## src/rtl/dm_arbiter.sv

```systemverilog
// dm_arbiter: two-port arbiter/sequencer in front of the single-port data memory.
// Port 0 is the core load/store path, port 1 the bench/loader path. Accesses are
// serialized with round-robin fairness; a port holding lock keeps ownership for
// multi-access sequences such as read-modify-write.
//
// Ports:
//   clk, reset                     clock, synchronous active-high reset
//   pX_req/we/lock/adr/wdat        port X request, write/read, lock, address, write data
//   pX_ack, pX_rdat                port X one-cycle completion pulse, read data (registered)
//   MemAdr, DatIn, ReadEn, WriteEn dm port drive (decoded from state, zero outside ACC)
//   DatOut                         dm combinational read data
//   owner                          0 = none, 1 = port 0, 2 = port 1
module dm_arbiter #(
    parameter int unsigned AW = 8,
    parameter int unsigned DW = 8
) (
    input  logic          clk,
    input  logic          reset,
    input  logic          p0_req,
    input  logic          p0_we,
    input  logic          p0_lock,
    input  logic [AW-1:0] p0_adr,
    input  logic [DW-1:0] p0_wdat,
    output logic          p0_ack,
    output logic [DW-1:0] p0_rdat,
    input  logic          p1_req,
    input  logic          p1_we,
    input  logic          p1_lock,
    input  logic [AW-1:0] p1_adr,
    input  logic [DW-1:0] p1_wdat,
    output logic          p1_ack,
    output logic [DW-1:0] p1_rdat,
    output logic [AW-1:0] MemAdr,
    output logic [DW-1:0] DatIn,
    input  logic [DW-1:0] DatOut,
    output logic          ReadEn,
    output logic          WriteEn,
    output logic [1:0]    owner
);

    typedef enum logic [2:0] {
        S_IDLE,
        S_ACC0,
        S_RSP0,
        S_LOCK0,
        S_ACC1,
        S_RSP1,
        S_LOCK1
    } state_e;

    state_e        state_q, state_d;
    logic          rr_q, rr_d;
    logic          p0_ack_q, p0_ack_d;
    logic          p1_ack_q, p1_ack_d;
    logic [DW-1:0] p0_rdat_q, p0_rdat_d;
    logic [DW-1:0] p1_rdat_q, p1_rdat_d;

    // State and registered handshake outputs
    always_ff @(posedge clk) begin
        if (reset) begin
            state_q   <= S_IDLE;
            rr_q      <= 1'b0;
            p0_ack_q  <= 1'b0;
            p1_ack_q  <= 1'b0;
            p0_rdat_q <= '0;
            p1_rdat_q <= '0;
        end else begin
            state_q   <= state_d;
            rr_q      <= rr_d;
            p0_ack_q  <= p0_ack_d;
            p1_ack_q  <= p1_ack_d;
            p0_rdat_q <= p0_rdat_d;
            p1_rdat_q <= p1_rdat_d;
        end
    end

    // Next-state, memory port decode and ownership
    always_comb begin
        state_d   = state_q;
        rr_d      = rr_q;
        p0_ack_d  = 1'b0;
        p1_ack_d  = 1'b0;
        p0_rdat_d = p0_rdat_q;
        p1_rdat_d = p1_rdat_q;
        MemAdr    = '0;
        DatIn     = '0;
        ReadEn    = 1'b0;
        WriteEn   = 1'b0;
        owner     = 2'd0;

        case (state_q)
            S_IDLE: begin
                // rr_q names the port that wins a tie
                if (p0_req && (!p1_req || !rr_q)) begin
                    state_d = S_ACC0;
                end else if (p1_req) begin
                    state_d = S_ACC1;
                end
            end
            S_ACC0: begin
                owner   = 2'd1;
                MemAdr  = p0_adr;
                DatIn   = p0_wdat;
                WriteEn = p0_req & p0_we;
                ReadEn  = p0_req & ~p0_we;
                if (p0_req) begin
                    p0_ack_d = 1'b1;
                    if (!p0_we) begin
                        p0_rdat_d = DatOut;
                    end
                    state_d = S_RSP0;
                end else begin
                    // Request withdrawn before completion: abandon without ack
                    state_d = S_IDLE;
                    rr_d    = 1'b1;
                end
            end
            S_RSP0: begin
                owner = 2'd1;
                if (p0_lock) begin
                    state_d = S_LOCK0;
                end else begin
                    state_d = S_IDLE;
                    rr_d    = 1'b1;
                end
            end
            S_LOCK0: begin
                owner = 2'd1;
                if (p0_req) begin
                    state_d = S_ACC0;
                end else if (!p0_lock) begin
                    state_d = S_IDLE;
                    rr_d    = 1'b1;
                end
            end
            S_ACC1: begin
                owner   = 2'd2;
                MemAdr  = p1_adr;
                DatIn   = p1_wdat;
                WriteEn = p1_req & p1_we;
                ReadEn  = p1_req & ~p1_we;
                if (p1_req) begin
                    p1_ack_d = 1'b1;
                    if (!p1_we) begin
                        p1_rdat_d = DatOut;
                    end
                    state_d = S_RSP1;
                end else begin
                    state_d = S_IDLE;
                    rr_d    = 1'b0;
                end
            end
            S_RSP1: begin
                owner = 2'd2;
                if (p1_lock) begin
                    state_d = S_LOCK1;
                end else begin
                    state_d = S_IDLE;
                    rr_d    = 1'b0;
                end
            end
            S_LOCK1: begin
                owner = 2'd2;
                if (p1_req) begin
                    state_d = S_ACC1;
                end else if (!p1_lock) begin
                    state_d = S_IDLE;
                    rr_d    = 1'b0;
                end
            end
            default: begin
                state_d = S_IDLE;
            end
        endcase

        // No memory write may land in a reset cycle
        if (reset) begin
            WriteEn = 1'b0;
        end
    end

    assign p0_ack  = p0_ack_q;
    assign p1_ack  = p1_ack_q;
    assign p0_rdat = p0_rdat_q;
    assign p1_rdat = p1_rdat_q;

endmodule

```

## config.mk

```make
export PLATFORM = sky130hd
export DESIGN_NAME = dm_arbiter
export DESIGN_NICKNAME = d
export VERILOG_FILES = /design/src/rtl/dm_arbiter.sv
export SDC_FILE = /design/constraint.sdc
export NUM_CORES = 1
export LEC_CHECK = 0
export CAP_MARGIN = 20
export CORE_MARGIN = 1.5
export CORE_UTILIZATION = 35
export CTS_BUF_LIST = sky130_fd_sc_hd__clkbuf_8
export DETAILED_ROUTE_END_ITERATION = 8
export PLACE_DENSITY = 0.83
export SLEW_MARGIN = 10
export SYNTH_ARGS = -nofsm -noshare
export SYNTH_HDL_FRONTEND = slang
export SYNTH_SLANG_ARGS = --single-unit
```

## constraint.sdc

```tcl
create_clock -name clk -period 2 [get_ports clk]
set_input_delay 0.3 -clock clk [delete_from_list [all_inputs] [get_ports clk]]
set_output_delay 0.3 -clock clk [all_outputs]
set_load 0.01 [all_outputs]
```

Word-level counts from Yosys, hierarchy flattened
Cells that the tools add are included.
Cells by class
  bitwise operators: 8
  reduce and logical (&&, ||, !) cells: 14
  equality and inequality tests: 13
  mux-type cells: 26
Operators with widths (count)
  case mux 8 bit (2 select lines): 2
  two-way mux 3 bit: 8
  case mux 3 bit (7 select lines): 1
  equality test 3 bit, second input constant: 3
  two-way mux 1 bit: 9
  != test 3 bit, second input constant: 3
  AND reduction 3 bit: 3
  != test 2 bit, second input constant: 4
  equality test 3 x 2 -> 1 bit, second input constant: 2
  case mux 1 bit (6 select lines): 1
  nonzero test 6 bit: 1
  OR reduction 3 bit: 2
  AND reduction 5 bit: 1
  AND 1 bit: 4
  two-way mux 2 bit: 2
  inverter 1 bit: 4
  case mux 1 bit (2 select lines): 2
  case mux 2 bit (2 select lines): 1
  OR reduction 2 bit: 2
  equality test 3 x 1 -> 1 bit, second input constant: 1
  logical NOT 3 bit: 1
  logical NOT 1 bit: 2
  logical AND 1 bit: 1
  logical OR 1 bit: 1
Word-level totals
  input port bits: 48
  register bits: 22
  logic and storage cells: 67

Longest topological paths before layout
Gate-level depths: netlist of run 1.
  depth in word-level cells: 5
  gate-level depth with buffers: 6

Least setup slack after synthesis of run 1
Ideal clock, no wire load.
  path kind: register to output
  start: register state_q[2]
  end: output WriteEn
  stages on the path, launching flop included: 6
  path buffers: 1
  setup slack: 0.297 ns
  arrival time: 1.403 ns
  cells stage by stage: dfxtp_1 -> buf_6 -> inv_4 -> nor3_4 -> nand3_2 -> a2111oi_2
On the way
  cells in the longest elaborated chain, start to end: 3
RTL lines
  start, declared: RTL line 51  | state_e state_q, state_d;
  start signal, assigned: RTL line 68  | state_q <= state_d;
  equality test 3 bit / equality test 3 x 1 -> 1 bit (equally long branches): RTL line 91  | case (state_q)
  case mux 1 bit (2 select lines) (*): RTL line 91
  two-way mux 1 bit (*): RTL line 177  | if (reset) begin
  end, declared: RTL line 37  | output logic WriteEn,
Every way passes the cells marked *; elsewhere a longest branch is shown, timed or not.

Worst setup path in the final report of run 1
  start: register state_q[2]
  end: output DatIn[6]
On the way
  cells in the longest elaborated chain, start to end: 2
RTL lines
  equality test 3 bit / equality test 3 x 1 -> 1 bit (equally long branches): RTL line 91
  case mux 8 bit (2 select lines) (*): RTL line 91
  end, declared: RTL line 34  | output logic [DW-1:0] DatIn,
Marked as above.

==> results.sh, run 1 <==
export IMPL_critical_path_class="reg -> out"
export IMPL_place_congestion=0.7131
export IMPL_layout_commonest_cell="clkdlybuf4s50_1"
export IMPL_slew_limit_headroom_pct=71.47
export IMPL_highest_layer="met4"
export IMPL_grtUsageTotal_pct=21.39
export IMPL_final_nets=283
export IMPL_worstMarginPinSlew_ns=0.4220
export IMPL_min_period_ns=1.923
export IMPL_worstHoldEndpoint="p1_rdat[5]$_SDFFE_PP0N_"
export IMPL_r2r_start="state_q[2]$_SDFFE_PP0P_"
export IMPL_seq_area_frac_synth_pct=37.05
export IMPL_syn_nets=185
export IMPL_critPathTopFamily="buffers and inverters"
export IMPL_async_reset_ff_share_pct=0
export IMPL_maxCapViolations=0
export IMPL_crit_required_ns=1.70
export IMPL_hp_start="p1_rdat[5]$_SDFFE_PP0N_"
export IMPL_synth_top_area_share_pct=37.05
export IMPL_ys_top_cells_by_area="dfxtp_1 37%, a22o_1 12%, mux2i_1 6.7%"
export IMPL_dr_pass1_iters=4
export IMPL_netlist_instances=137
export IMPL_min_period_over_period_pct=96.15
export IMPL_utilization_pct=72.16
export IMPL_grt_pass1_wl_um=6023
export IMPL_worstRegToRegCells=6
export IMPL_syn_to_final_growth_pct=89.89
export IMPL_ir_drop_mv=0.4049
export IMPL_setup_slack_ns=0.07702
export IMPL_dieHeight_um=61.28
export IMPL_critPathArrivalTime_ns=1.62
export IMPL_clkTransAtPathRegs_ns=0.08
export IMPL_setup_tns_ns=0
export IMPL_start_kind="flip-flop"
export IMPL_status="complete, no violations"
export IMPL_grt_setup_unrepaired="false"
export IMPL_dr_wl_met2_um=2023
export IMPL_routed_wl_um=3995
export IMPL_ys_flop_type="dfxtp_1"
export IMPL_cts_sinks=22
export IMPL_fmax_mhz=520.0
export IMPL_dp_worst_setup_slack_ns=-0.1782
export IMPL_yosys_area_top_type="dfxtp_1"
export IMPL_wl_met3_um=405
export IMPL_setup_violations_final=0
export IMPL_hold_path_class="reg -> reg"
export IMPL_p_per_area_nw_per_um2=712.7
export IMPL_port_buffers=85
export IMPL_r2r_end="state_q[1]$_SDFFE_PP0P_"
export IMPL_syn_avg_cell_area_um2=8.676
export IMPL_r2r_setup_slack_ns=0.24
export IMPL_cts_tree="done"
export IMPL_htreeDepth=1
export IMPL_final_cell_mix="66 x clkdlybuf4s50_1, 19 x dfxtp_1, 16 x a22o_1"
export IMPL_cts_buffers_inserted=3
export IMPL_antenna_cells=0
export IMPL_leakage_nw=0.9583
export IMPL_io_pins=86
export IMPL_worstHoldPathCells=2
export IMPL_clk_latency_ns=0.26
export IMPL_path_cells="buf_4, nor3b_4, buf_6, buf_12, a22o_1, dlygate4sd2_1"
export IMPL_drive_above_1_share_pct=14.10
export IMPL_avgViaCountPerCell=5.169
export IMPL_grt_pass1_vias=1385
export IMPL_drc=0
export IMPL_core_um2=3128
export IMPL_rows=20
export IMPL_die_w_um=61.28
export IMPL_die_area_um2=3755
export IMPL_crit_slowest_cell="dfxtp_2"
export IMPL_max_stage_delay_ns=0.35
export IMPL_hold_viol_final=0
export IMPL_yosysUniqueCellTypes=34
export IMPL_wire_per_inst_um=14.37
export IMPL_holdBufCountCts=0
export IMPL_antenna_found_initial=0
export IMPL_yosys_warnings=0
export IMPL_cp_max_fo=8
export IMPL_clk_path_buf_depth=2
export IMPL_met1Wirelength_um=1487
export IMPL_netlist_area_um2=1189
export IMPL_start_util_pct=38.00
export IMPL_skew_ns=0.001562
export IMPL_synth_edf_count=0
export IMPL_dp_hpwl_um=3009
export IMPL_ys_seq_elements=22
export IMPL_overflow=0
export IMPL_grt_max_degree=24
export IMPL_timing_hold_ws_ns=0.4857
export IMPL_clockRootBuffer="clkbuf_8"
export IMPL_worst_path_buf_inv=4
export IMPL_dr_total_vias=1437
export IMPL_slew_violations=0
export IMPL_end_kind="output port"
export IMPL_ant_nets=0
export IMPL_drtIter0Drc=55
[metrics by stage]
| step | cell area, um^2 | std cells | power [mW] |
|---|---|---|---|
| detailed placement | 2183 | 273 | 1.228 |
| CTS | 2251 | 278 | 1.609 |
| floorplan | 1189 | 137 | 0.8410 |
| global route | 2257 | 278 | 1.693 |
| finish | 2257 | 278 | 1.609 |
| global placement | 2183 | 273 | 1.210 |
[worst reg2reg max path: cells and delay by family (launching register included)]
family | cells | cell delay, ns
AO/OA/AOI/OAI | 3 | 0.64
buffers and inverters | 2 | 0.31
flip-flops | 1 | 0.35
AND/OR/NAND/NOR | 1 | 0.39
[cells by family (layout without fill, tap and decap cells)]
logic type / after synthesis / count (layout) / share of synthesized area (%)
compound gates: 49 / 49 / 28.95
simple gates: 45 / 45 / 21.05
buf+inv: 12 / 109 / 5.473
xor+xnor: 1 / 1 / 0.7370
mux: 8 / 8 / 6.737
flops: 22 / 22 / 37.05
[where the power goes]
part / total, mW / internal, mW / switching (mW) / leakage, nW
Clock: 0.415 / 0.267 / 0.148 / 0.0357
Combinational: 0.695 / 0.397 / 0.298 / 0.743
Sequential: 0.499 / 0.470 / 0.0290 / 0.179
Total: 1.61 / 1.13 / 0.474 / 0.958
[routing by layer]
layer | vias to the layer above | GRT usage (%)
met5 | - | 0
met4 | 0 | 9.006
met3 | 10 | 3.782
met2 | 70 | 41.19
met1 | 653 | 22.48
li1 | 704 | -
[cells in the mapped netlist, types with 2 or more instances]
master	number
nor3_1	2
dfxtp_1	22
a21oi_1	12
a221oi_1	2
or3_1	2
nor2b_1	2
nand3_1	2
clkbuf_1	4
o21ai_0	11
buf_2	5
o2bb2ai_1	2
nand3b_1	2
mux2i_1	8
nor2_1	14
nand2_1	13
a22o_1	16
[layout make-up]
cell class                 instances  area (um^2)
sequential                        22        444.2
inverter                           1        6.256
multi-input combinational        103        683.2
clock inverter                     1        30.03
clock buffer                       3        41.29
tap                               44        55.05
timing repair buffer             104        997.2
fill                             256        870.8
[flip-flops by register name (all words and copies together), names as in the netlist]
name and count:
state_q 3, rr_q 1, p0_rdat 8, p0_ack 1, p1_ack 1, p1_rdat 8
[how the worst max path moves through the flow]
stage	start	end	slack, ns	cells after the start
finish	state_q[2]$_SDFFE_PP0P_	DatIn[6]	0.08	6
global route	state_q[2]$_SDFFE_PP0P_	MemAdr[3]	0.004	6
CTS	state_q[2]$_SDFFE_PP0P_	WriteEn	0.007	5
detailed placement	p1_we	WriteEn	-0.18	4
global placement	p1_we	WriteEn	-0.19	4
floorplan	state_q[2]$_SDFFE_PP0P_	WriteEn	0.30	5
[what timing repair did]
action | in CTS | in global routing
buffers inserted | 1 | 0
endpoints found under the setup margin | 19 | 18
resized for setup | 23 | 12
pin swaps | 0 | 0
hold endpoints to repair | 0 | 0
No activity file was read; power rests on OpenSTA's default activity.
==> inputs of run 2 (changes only) <==
- TNS_END_PERCENT: default -> 100
==> results of run 2 <==
No change in the layout: final DEF, timing and power equal those of run 1.
